--- src/rtl/reg_timer_core_if.sv ---
// Register-bus bundle between the TL-UL register adapter and the timer core.
interface reg_timer_core_if #(
   parameter int RegAw = 8,
   parameter int RegDw = 32
);
   logic               re_i;
   logic               we_i;
   logic [RegAw-1:0]   addr_i;
   logic [RegDw-1:0]   wdata_i;
   logic [RegDw/8-1:0] be_i;
   logic [RegDw-1:0]   rdata_o;
   logic               error_o;

   modport master (
      output re_i, we_i, addr_i, wdata_i, be_i,
      input  rdata_o, error_o
   );

   modport slave (
      input  re_i, we_i, addr_i, wdata_i, be_i,
      output rdata_o, error_o
   );
endinterface

--- src/rtl/reg_timer_core.sv ---
// Prescaled 32-bit up-counter with compare interrupt behind a simple register bus.
module reg_timer_core #(
   parameter int RegAw = 8,
   parameter int RegDw = 32
) (
   input  logic            clk_i,
   input  logic            rst_ni,
   reg_timer_core_if.slave bus,
   output logic            intr_o
);
   localparam int IdxW = RegAw - 2;

   logic [1:0]       ctrl_q, ctrl_d;
   logic [11:0]      presc_q, presc_d;
   logic [RegDw-1:0] count_q, count_d;
   logic [RegDw-1:0] cmp_q, cmp_d;
   logic             intr_q, intr_d;
   logic [11:0]      pcnt_q, pcnt_d;

   logic [IdxW-1:0]  idx;
   logic             sel_ctrl, sel_presc, sel_count, sel_cmp, sel_ist, sel_itest, hit;
   logic             tick, match, count_wr, set_test, clr_w1c;
   logic [RegDw-1:0] count_inc, rdata;
   logic             unused_addr;

   assign idx       = bus.addr_i[RegAw-1:2];
   assign sel_ctrl  = (idx == IdxW'(0));
   assign sel_presc = (idx == IdxW'(1));
   assign sel_count = (idx == IdxW'(2));
   assign sel_cmp   = (idx == IdxW'(3));
   assign sel_ist   = (idx == IdxW'(4));
   assign sel_itest = (idx == IdxW'(5));
   assign hit       = sel_ctrl | sel_presc | sel_count | sel_cmp | sel_ist | sel_itest;
   assign unused_addr = ^bus.addr_i[1:0];

   function automatic logic [RegDw-1:0] merge(input logic [RegDw-1:0] old,
                                              input logic [RegDw-1:0] wd,
                                              input logic [RegDw/8-1:0] be);
      logic [RegDw-1:0] r;
      r = old;
      for (int b = 0; b < RegDw/8; b++)
         if (be[b]) r[8*b +: 8] = wd[8*b +: 8];
      return r;
   endfunction

   always_comb begin
      ctrl_d    = ctrl_q;
      presc_d   = presc_q;
      cmp_d     = cmp_q;
      tick      = ctrl_q[0] && (pcnt_q == presc_q);
      count_inc = count_q + RegDw'(1);
      count_d   = tick ? count_inc : count_q;
      count_wr  = bus.we_i && sel_count && (|bus.be_i);
      set_test  = bus.we_i && sel_itest && bus.be_i[0] && bus.wdata_i[0];
      clr_w1c   = bus.we_i && sel_ist && bus.be_i[0] && bus.wdata_i[0];

      // Prescaler restarts from zero whenever its configuration is touched.
      pcnt_d = (ctrl_q[0] && !tick) ? pcnt_q + 12'd1 : 12'd0;
      if (bus.we_i && (sel_ctrl || sel_presc)) pcnt_d = 12'd0;

      if (bus.we_i && sel_ctrl && bus.be_i[0]) ctrl_d = bus.wdata_i[1:0];
      if (bus.we_i && sel_presc) begin
         if (bus.be_i[0]) presc_d[7:0]  = bus.wdata_i[7:0];
         if (bus.be_i[1]) presc_d[11:8] = bus.wdata_i[11:8];
      end
      if (bus.we_i && sel_count) count_d = merge(count_d, bus.wdata_i, bus.be_i);
      if (bus.we_i && sel_cmp)   cmp_d   = merge(cmp_q, bus.wdata_i, bus.be_i);

      // Only a hardware increment can match; a software COUNT write masks it.
      match  = tick && !count_wr && (count_inc == cmp_q);
      intr_d = match || set_test || (intr_q && !clr_w1c);
   end

   always_comb begin
      rdata = '0;
      if (bus.re_i) begin
         if (sel_ctrl)  rdata = {{(RegDw-2){1'b0}}, ctrl_q};
         if (sel_presc) rdata = {{(RegDw-12){1'b0}}, presc_q};
         if (sel_count) rdata = count_q;
         if (sel_cmp)   rdata = cmp_q;
         if (sel_ist)   rdata = {{(RegDw-1){1'b0}}, intr_q};
      end
   end

   assign bus.rdata_o = rdata;
   assign bus.error_o = (bus.re_i || bus.we_i) && !hit;
   assign intr_o      = intr_q && ctrl_q[1];

   always_ff @(posedge clk_i or negedge rst_ni) begin
      if (!rst_ni) begin
         ctrl_q  <= '0;
         presc_q <= '0;
         count_q <= '0;
         cmp_q   <= '0;
         intr_q  <= 1'b0;
         pcnt_q  <= '0;
      end else begin
         ctrl_q  <= ctrl_d;
         presc_q <= presc_d;
         count_q <= count_d;
         cmp_q   <= cmp_d;
         intr_q  <= intr_d;
         pcnt_q  <= pcnt_d;
      end
   end
endmodule

--- src/flat_wrapper.sv ---
// flat-port wrapper written by rule: the top's interface ports become plain ports
module reg_timer_core_flat 
#(
   parameter int RegAw = 8,
   parameter int RegDw = 32
)
  (clk_i, rst_ni, intr_o, bus_re_i, bus_we_i, bus_addr_i, bus_wdata_i, bus_be_i, bus_rdata_o, bus_error_o);
  reg_timer_core_if #(.RegAw(RegAw), .RegDw(RegDw)) bus_i ();
  input  logic clk_i;
  input  logic rst_ni;
  output logic intr_o;
  input wire logic [$bits(bus_i.re_i)-1:0] bus_re_i;
  input wire logic [$bits(bus_i.we_i)-1:0] bus_we_i;
  input wire logic [$bits(bus_i.addr_i)-1:0] bus_addr_i;
  input wire logic [$bits(bus_i.wdata_i)-1:0] bus_wdata_i;
  input wire logic [$bits(bus_i.be_i)-1:0] bus_be_i;
  output wire logic [$bits(bus_i.rdata_o)-1:0] bus_rdata_o;
  output wire logic [$bits(bus_i.error_o)-1:0] bus_error_o;
  assign bus_i.re_i = bus_re_i;
  assign bus_i.we_i = bus_we_i;
  assign bus_i.addr_i = bus_addr_i;
  assign bus_i.wdata_i = bus_wdata_i;
  assign bus_i.be_i = bus_be_i;
  assign bus_rdata_o = bus_i.rdata_o;
  assign bus_error_o = bus_i.error_o;
  reg_timer_core #(.RegAw(RegAw), .RegDw(RegDw)) u_core (.clk_i(clk_i), .rst_ni(rst_ni), .bus(bus_i), .intr_o(intr_o));
endmodule
--- config.mk ---
export PLATFORM = sky130hd
export DESIGN_NAME = reg_timer_core_flat
export DESIGN_NICKNAME = d
export VERILOG_FILES = /design/src/rtl/reg_timer_core_if.sv /design/src/rtl/reg_timer_core.sv /design/src/flat_wrapper.sv
export SDC_FILE = /design/constraint.sdc
export NUM_CORES = 1
export LEC_CHECK = 0
export BUFFER_PORTS_ARGS = -buffer_cell sky130_fd_sc_hd__buf_4
export CAP_MARGIN = 15
export CORE_MARGIN = 2
export CORE_UTILIZATION = 45
export DETAILED_ROUTE_END_ITERATION = 8
export SKIP_LAST_GASP = 1
export SYNTH_ARGS = -nofsm -noshare
export SYNTH_HDL_FRONTEND = slang
export SYNTH_SLANG_ARGS = --single-unit
--- constraint.sdc ---
create_clock -name clk_i -period 5 [get_ports clk_i]
set_input_delay 0.75 -clock clk_i [delete_from_list [all_inputs] [get_ports clk_i]]
set_output_delay 0.75 -clock clk_i [all_outputs]
set_load 0.05 [all_outputs]
==> metrics, run 1 <==
outcome complete, no violations; worst-case clock buffer depth 2; Die ar. 0.0144 sq mm; worst flop-to-flop path startpoint u_core.count_q[0]; synthesized flop and latch total 91; yosys warns 0; Worst Skew approximately 0.0057 ns; RR Endpoint u_core.intr_q; # clock sinks about 90; first-pass GRT wire length ~26000 um; routed vias 5122; sequential fraction of the synthesis area between 30 and 40%; slew of the pin with the lowest slew margin about 1.1 ns; commonest non-fill, non-tap cell in the layout nor2_1; worst-path maximum fanout 24; Total GRT Usage around 23%; n_diodes 0; Max Cap Viol 0; Final nets around 770; synthesized cell area slightly above 0.006 sq mm; Crit path largest cell delay just under 0.9 ns; number of flops mapped to enable cells by yosys 0; initial antenna violation count 0; die height between 100 and 150 um; fin. max-slew vios 0; pwr dens between 300 and 400 mW/mm^2; ys flop type dfrtp_1; Syn-to-layout area delta 15.2%; postcts setup bufs 0; Fin. Hold Viols 0; wire length per cell approximately 18 um; VDD IR-drop max approximately 0.21 mV; overall power between 2 and 2.5 mW; Worst path slowest cell and3_1; maximum clock rate around 0.28 GHz; Area contributors post-synth dfrtp_1 (38%), mux2_2 (10%), xnor2_1 (10%); Initial DRT Pass Iterations 5; asr flop ratio synth 100%; critical path class in2out; Starting Density 46.0%; CTS root buffer clkbuf_16; H-Tree Depth 3; drt total wl approximately 16000 um; Mapped Nets 719; crit start category primary input; Post-DP HPWL 11600 um; Critical Path RT 4.25 ns; HP Class in2async; vias per inst 5.72; crit share post-route roughly 70%; core area approximately 0.013 sq mm; CTS Hold Bufs 0; number of global-route vias before repair approximately 5000; DR iter-0 viols slightly below 300; Worst EP arrival 2.79 ns; Final ANT Viol Nets 0; leading area contributor after synthesis dfrtp_1; PostCTS Resize Cnt 0; Avg Cell Area, Syn ~9.1 sq um; number of buffers created by CTS 9; largest net degree at the start of global routing 52; port buffer count 79; Syn Inst Count between 600 and 700; CTS tree built; FF-to-FF setup slack between 1.5 and 2 ns; worst reg2reg path depth 8; grt ovf 0; Clk pin slew, worst setup/hold paths 0.06 ns; final setup fails 0; Rel. slew slack 28.6%; CP cell instances buf_4, nor4_1, buf_4, and3_1, a22oi_1, nor2_1, buf_4; gpl congestion between 0.9 and 1; fin crit period ~3.5 ns; width of the die 120 um; layout cells sized above 1 around a quarter; DRC Markers 0; critical path capture point type output pin; post-synth cell types 60; top-area cell type share of the netlist area between 30% and 40%; standard-cell rows 42; clk_lat worst skew 0.35 ns; Leak about 2.9 nW; Setup TNS Final 0 ns; unrepaired setup endpoints after global routing false; Crit path top cell by count buf_4; most frequent cells in the layout nor2_1 (107), dfrtp_1 (91), buf_4 (84); I/O Pins just over 80
[area by class of cell]
class	count	area, sq um
fillers	1246	6200
multi-input cells	521	3530
flip-flops and latches	91	2280
repair buffers	84	631
clock buffers	9	225
well taps	176	220
clock inverters	7	76.3
inverters	8	30.0
[sequential cells by signal, summed over array words and instances, names as in the netlist]
| register | flops |
|---|---|
| u_core.intr_q | 1 |
| u_core.cmp_q | 32 |
| u_core.ctrl_q | 2 |
| u_core.presc_q | 12 |
| u_core.count_q | 32 |
| u_core.pcnt_q | 12 |
[metrics by stage]
| step | setup WS [ns] | cells | hold slack, ns | util (%) | instance area (sq um) |
|---|---|---|---|---|---|
| after floorplan | 1.32 | 669 | 0.454 | - | 6070 |
| after global placement | 1.47 | 880 | 0.503 | 50.7 | 6690 |
| after detailed placement | 1.48 | 880 | 0.517 | 50.7 | 6690 |
| after CTS | 1.48 | 896 | 0.404 | 53.0 | 6990 |
| after global routing | 1.23 | 896 | 0.425 | 53.0 | 6990 |
| final | 1.46 | 896 | 0.377 | 53.0 | 6990 |
[cells in the mapped netlist (all sizes together) (3+ instances only)]
cell type	n
and4	4
xnor2	70
xor2	26
o21ai	16
o211ai	3
mux2	54
dfrtp	91
nand4	17
nor2	107
nor4	13
nor2b	4
inv	8
a22oi	31
nand3	26
nor3	13
or4	3
or3	5
buf	10
and3	13
mux2i	5
a21oi	32
nand2b	7
nand2	40
clkbuf	39
[power breakdown]
group | leakage [nW] | internal, mW | switching [mW]
Combinational | 1.57 | 0.318 | 0.347
Sequential | 1.21 | 0.847 | 0.210
Clock | 0.142 | 0.390 | 0.304
[worst max-delay path: cells and delay by family]
kind                   cells  cell delay, ns
and+or+nand+nor            3            1.31
buffers and inverters      3            0.52
AOI/OAI and AO/OA          1            0.19
[cell families after synthesis]
logic type	after synthesis	synth area share, %
compound gates	96	10.1
xor+xnor	96	14.0
fa+ha+maj	3	0.577
buf+inv	57	4.35
flops	91	37.5
mux	61	11.6
simple gates	265	21.9
[worst max-delay path by stage]
stage                            endpoint     startpoint  cells past startpoint  slack [ns]
after floorplan           bus_rdata_o[12]  bus_addr_i[5]                      6        1.32
after global placement    bus_rdata_o[29]  bus_addr_i[5]                      7        1.47
after detailed placement  bus_rdata_o[25]  bus_addr_i[5]                      7        1.48
after CTS                 bus_rdata_o[25]  bus_addr_i[5]                      7        1.48
after global routing      bus_rdata_o[21]  bus_addr_i[5]                      7        1.23
final                     bus_rdata_o[29]  bus_addr_i[5]                      7        1.46
[routing by layer]
| layer | share of wire (%) | up-vias | GRT usage (%) |
|---|---|---|---|
| li1 | - | 2439 | - |
| met1 | 45 | 2497 | 30.6 |
| met2 | 48 | 158 | 37.4 |
| met3 | 4.8 | 28 | 2.85 |
| met4 | 2.0 | 0 | 8.16 |
| met5 | 0 | - | 0 |
(Power assumes the default switching activity.)
==> inputs of run 2 (changes only) <==
--- a/config.mk
+++ b/config.mk
@@ -10,6 +10,7 @@
 export CORE_MARGIN = 2
 export CORE_UTILIZATION = 45
 export DETAILED_ROUTE_END_ITERATION = 8
+export PLACE_DENSITY = 0.67
 export SKIP_LAST_GASP = 1
 export SYNTH_ARGS = -nofsm -noshare
 export SYNTH_HDL_FRONTEND = slang
==> constraint.sdc (replaced) <==
create_clock -name clk_i -period 2.9 [get_ports clk_i]
set_input_delay 0.435 -clock clk_i [delete_from_list [all_inputs] [get_ports clk_i]]
set_output_delay 0.435 -clock clk_i [all_outputs]
set_load 0.05 [all_outputs]
==> run 2 against run 1 <==
Compared with the run above: clock skew rose by 0.0011 ns; via count rose by 1.3%; clock-buffer cell count rose by 1; non-clock buffer count rose by 15; power rose by 73%; hold slack got worse by 0.26 ns; die area did not move; sequential share of layout area fell by 0.75 points; wire length rose by 0.77%; utilization rose by 1.3 points; critical endpoint is now u_core.count_q[14]; highest routed layer unchanged.
==> metrics, run 2 (synthesis results as in run 1) <==
outcome complete, no violations; grt ovf 0; maximum clock rate 0.364 GHz; most frequent cells in the layout buf_4 (98), dfrtp_1 (90), nor2_1 (87); CTS tree built; clk_lat worst skew approximately 0.36 ns; Max Cap Viol 0; Final ANT Viol Nets 0; first-pass GRT wire length between 20000 and 30000 um; number of global-route vias before repair around 5200; drt total wl between 15000 and 20000 um; Total GRT Usage a little under a quarter; crit start category flop; Post-Layout Cell Count between 900 and 1000; critical path class reg2reg; largest net degree at the start of global routing between 90 and 100; number of buffers created by CTS 9; n_diodes 0; Worst path slowest cell or4b_2; Final nets a little under 800; fin. max-slew vios 0; DR iter-0 viols around 350; clock power share between 20% and 30%; worst-case clock buffer depth 2; vias per inst around 5.7; commonest non-fill, non-tap cell in the layout buf_4; Switch Pwr around 1.5 mW; Hold Slack approximately 0.12 ns; slew of the pin with the lowest slew margin around 0.62 ns; Starting Density around 46%; Syn-to-layout area delta 18.0%; die height around 120 um; CP cell instances xor2_1, nor4_2, or4b_2, buf_4, nor4_1, xnor2_1, a21oi_1; initial antenna violation count 0; core area 0.0132 sq mm; I/O Pins between 80 and 90; HP Class in2async; Leak 2.98 nW; # clock sinks 91; filler instances between 1000 and 1500; Critical Path RT between 3 and 4 ns; WP buf/inv 1; critical path capture point type flop; Comb power frac 29.8%; Initial DRT Pass Iterations 6; crit share post-route between 90% and 100%; unrepaired setup endpoints after global routing false; gpl congestion 0.908; fin crit period 2.74 ns; H-Tree Depth 3; delay-heaviest family, CP simple AND/OR/NAND/NOR gates; VDD IR-drop max 0.314 mV; layout cells sized above 1 28.3%; Crit path largest cell delay 0.82 ns; width of the die 120 um; switching share of power between 30% and 40%; Fin. Hold Viols 0; pwr dens approximately 580 mW/mm^2; final setup fails 0; standard-cell rows 42; Worst EP arrival between 2 and 3 ns; P_int roughly 2.7 mW; port buffer count just under 80; Rel. slew slack between 50% and 60%; routed vias around 5200; FF-to-FF setup slack approximately 0.16 ns; Post-DP HPWL 11700 um; Worst Skew between 0.006 and 0.007 ns; DRC Markers 0; CTS root buffer clkbuf_16; Seq pwr share between 40 and 50%; worst-path maximum fanout 11; Clk pin slew, worst setup/hold paths about 0.070 ns; Die ar. about 0.014 sq mm; Largest regs u_core.cmp_q (32), u_core.count_q (32); Post-Place Cells around 900; wire length per cell between 15 and 20 um; Setup TNS Final 0 ns
-- run 2: path summary, 6_finish.rpt --
kind / start / to / depth (start not counted)
worst max register to register: u_core.presc_q[1] / u_core.count_q[14] / 7
max in group asynchronous: rst_ni / u_core.count_q[1] / 2
worst min register to register: u_core.ctrl_q[1] / u_core.ctrl_q[1] / 1
worst max-delay path: u_core.presc_q[1] / u_core.count_q[14] / 7
min in group clk_i: bus_wdata_i[1] / u_core.count_q[1] / 3
worst min-delay path: rst_ni / u_core.cmp_q[28] / 2
-- run 2: cell type report --
class	count	area [sq um]	share of cell area (%)
clock inverter	6	41.3	0.577
tap	176	220	3.08
clock buffer	10	239	3.34
inverter	8	30.0	0.419
timing repair buffer	99	756	10.6
multi-input combinational	521	3590	50.2
sequential	91	2280	31.8
-- run 2: what timing repair did --
action	4_1_cts	5_1_grt
buffers inserted	0	0
setup endpoints to repair	0	1
hold buffers	0	0
gates resized for setup	0	4
-- run 2: layer usage --
layer	vias to the layer above	share of wire, %	global-route usage, %
met3	36	5.3	3.52
met4	0	3.0	11.5
met1	2497	44	30.2
met5	-	0	0
met2	187	47	36.8
li1	2471	-	-
-- run 2: per-stage QoR --
step | area [sq um] | utilization, % | power, mW | worst slack, ns
2_1_floorplan | 6120 | - | 2.67 | 0.0657
3_3_place_gp | 6870 | 52.0 | 2.99 | 0.172
6_report | 7160 | 54.3 | 4.17 | 0.155
5_1_grt | 7160 | 54.3 | 4.40 | 0.0213
3_5_place_dp | 6870 | 52.0 | 3.03 | 0.0772
4_1_cts | 7150 | 54.2 | 4.16 | 0.0824
-- run 2: power groups by stage --
stage	Clock, mW	Combinational, mW	Sequential, mW
6_report	1.13	1.24	1.80
5_1_grt	1.19	1.37	1.84
4_1_cts	1.15	1.23	1.79
3_5_place_dp	0	1.22	1.81
3_3_place_gp	0	1.19	1.79
2_1_floorplan	0	1.05	1.62
==> inputs of run 3 (changes only) <==
--- a/config.mk
+++ b/config.mk
@@ -11,6 +11,7 @@
 export CORE_UTILIZATION = 45
 export DETAILED_ROUTE_END_ITERATION = 8
 export PLACE_DENSITY = 0.67
+export RECOVER_POWER = 50
 export SKIP_LAST_GASP = 1
 export SYNTH_ARGS = -nofsm -noshare
 export SYNTH_HDL_FRONTEND = slang
==> run 3 against run 2 <==
Compared with the run above: sequential power about the same; critical path depth is the same; first-iteration DRC count unchanged; wire length is essentially flat; fmax hardly changed; largest power group unchanged; the run now ends with max-capacitance violations, max-slew violations left; combinational power is essentially flat; cell count unchanged.
==> metrics, run 3 (synthesis results as in run 1) <==
Post-Route Utilization between 50% and 60%; crit start category flop; Fin. Hold Viols 0; DRC Markers 0; Crit path largest cell delay just over 0.8 ns; VDD IR-drop max about 0.31 mV; Initial DRT Pass Iterations 5; CTS tree built; violated checks max-capacitance violations, max-slew violations; layout cells sized above 1 about 28%; die height ~120 um; fin crit period 2.74 ns; Worst path slowest cell or4b_2; pwr dens between 500 and 600 mW/mm^2; H-Tree Depth 3; Clk pin slew, worst setup/hold paths approximately 0.07 ns; unrepaired setup endpoints after global routing false; CP cell instances xor2_1, nor4_2, or4b_2, buf_4, nor4_1, xnor2_1, a21oi_1; filler instances approximately 1200; clk_lat worst skew ~0.36 ns; HP Class in2reg; number of buffers created by CTS 9; worst-case clock buffer depth 2; vias per inst around 5.7; Largest regs u_core.cmp_q (32), u_core.count_q (32); standard-cell rows 42; Syn-to-layout area delta 17.6%; Leak between 2 and 3 nW; width of the die 120 um; port buffer count between 70 and 80; most frequent cells in the layout buf_4 (95), dfrtp_1 (90), nor2_1 (87); routed vias a little over 5000; critical path class reg2reg; maximum clock rate approximately 0.36 GHz; Post-Layout Cell Count about 910; Final nets 780; Total GRT Usage 23.0%; gpl congestion approximately 0.9; Starting Density between 40% and 50%; first-pass GRT wire length roughly 26000 um; core area 0.0132 sq mm; Critical Path RT ~3.1 ns; # clock sinks 91; I/O Pins 82; Worst EP arrival 2.96 ns; drt total wl between 15000 and 20000 um; final setup fails 0; pre-CTS WS around 0.077 ns; number of global-route vias before repair 5155; commonest non-fill, non-tap cell in the layout buf_4; Worst Skew about 0.0064 ns; Final ANT Viol Nets 0; grt ovf 0; outcome finished with violations; worst-path maximum fanout 11; Die ar. 0.0144 sq mm; critical path capture point type flop; Setup TNS Final 0 ns; wire length per cell between 15 and 20 um; postcts setup bufs 0; crit share post-route approximately 95%; Post-DP HPWL around 12000 um; Max Cap Viol 1; DR iter-0 viols 353; largest net degree at the start of global routing between 90 and 100; slew of the pin with the lowest slew margin between 2 and 2.5 ns; n_diodes 0; CTS root buffer clkbuf_16; Worst Setup Slack, final 0.157 ns; initial antenna violation count 0; fin. max-slew vios slightly above 90; Rel. slew slack -53.4%; Post-Place Cells 895
-- run 3: cell types whose count changed in the layout (fill, tap and decap cells not counted), sizes merged --
cell / previous run / this run
buf: 99 / 95
clkbuf: 10 / 14
-- run 3: final cells by class --
class	count	area, sq um	area share, %
Tap cell	176	220	3.08
Clock buffer	10	239	3.35
Inverter	8	30.0	0.421
Multi-Input combinational cell	521	3590	50.3
Sequential cell	91	2280	31.9
Clock inverter	6	41.3	0.578
Timing Repair Buffer	99	737	10.3
-- run 3: worst max-delay path, delay by kind of cell (launching register included) --
kind	cells	cell delay (ns)
and+or+nand+nor	3	1.48
AOI/OAI and AO/OA	1	0.09
DFF	1	0.42
xor gates and xnor gates	2	0.36
buffers and inverters	1	0.26
-- run 3: where the power goes --
group / total [mW] / internal (mW) / switching (mW)
Clock: 1.13 / 0.602 / 0.524
Combinational: 1.24 / 0.600 / 0.640
Sequential: 1.80 / 1.46 / 0.338
-- run 3: worst paths after layout --
path                                        start            endpoint  slack, ns  cells after the start
worst min register to register   u_core.ctrl_q[1]    u_core.ctrl_q[1]       0.55                      1
worst min-delay path               bus_wdata_i[1]   u_core.count_q[1]       0.31                      3
min in group asynchronous                  rst_ni    u_core.cmp_q[28]       0.88                      2
max in group asynchronous                  rst_ni   u_core.count_q[1]       0.52                      2
worst max-delay path            u_core.presc_q[1]  u_core.count_q[14]       0.16                      7
worst max register to register  u_core.presc_q[1]  u_core.count_q[14]       0.16                      7
-- run 3: stage by stage --
step	power [mW]	hold slack [ns]	instance area (sq um)
final	4.17	0.312	7140
after global routing	4.40	0.318	7140
after CTS	4.16	0.148	7150
after detailed placement	3.03	0.523	6870
after global placement	2.99	0.513	6870
after floorplan	2.67	0.139	6120
-- run 3: repair_timing --
action | 4_1_cts | 5_1_grt
endpoints found under the setup margin | 0 | 1
hold buffers | 0 | 0
resized for setup | 0 | 4
-- run 3: routing by layer --
layer	track usage (%)	share of wire, %	up-vias
li1	-	-	2468
met1	30.2	44	2505
met2	36.8	48	186
met3	3.52	5.6	36
met4	11.5	3.0	0
met5	0	0	-
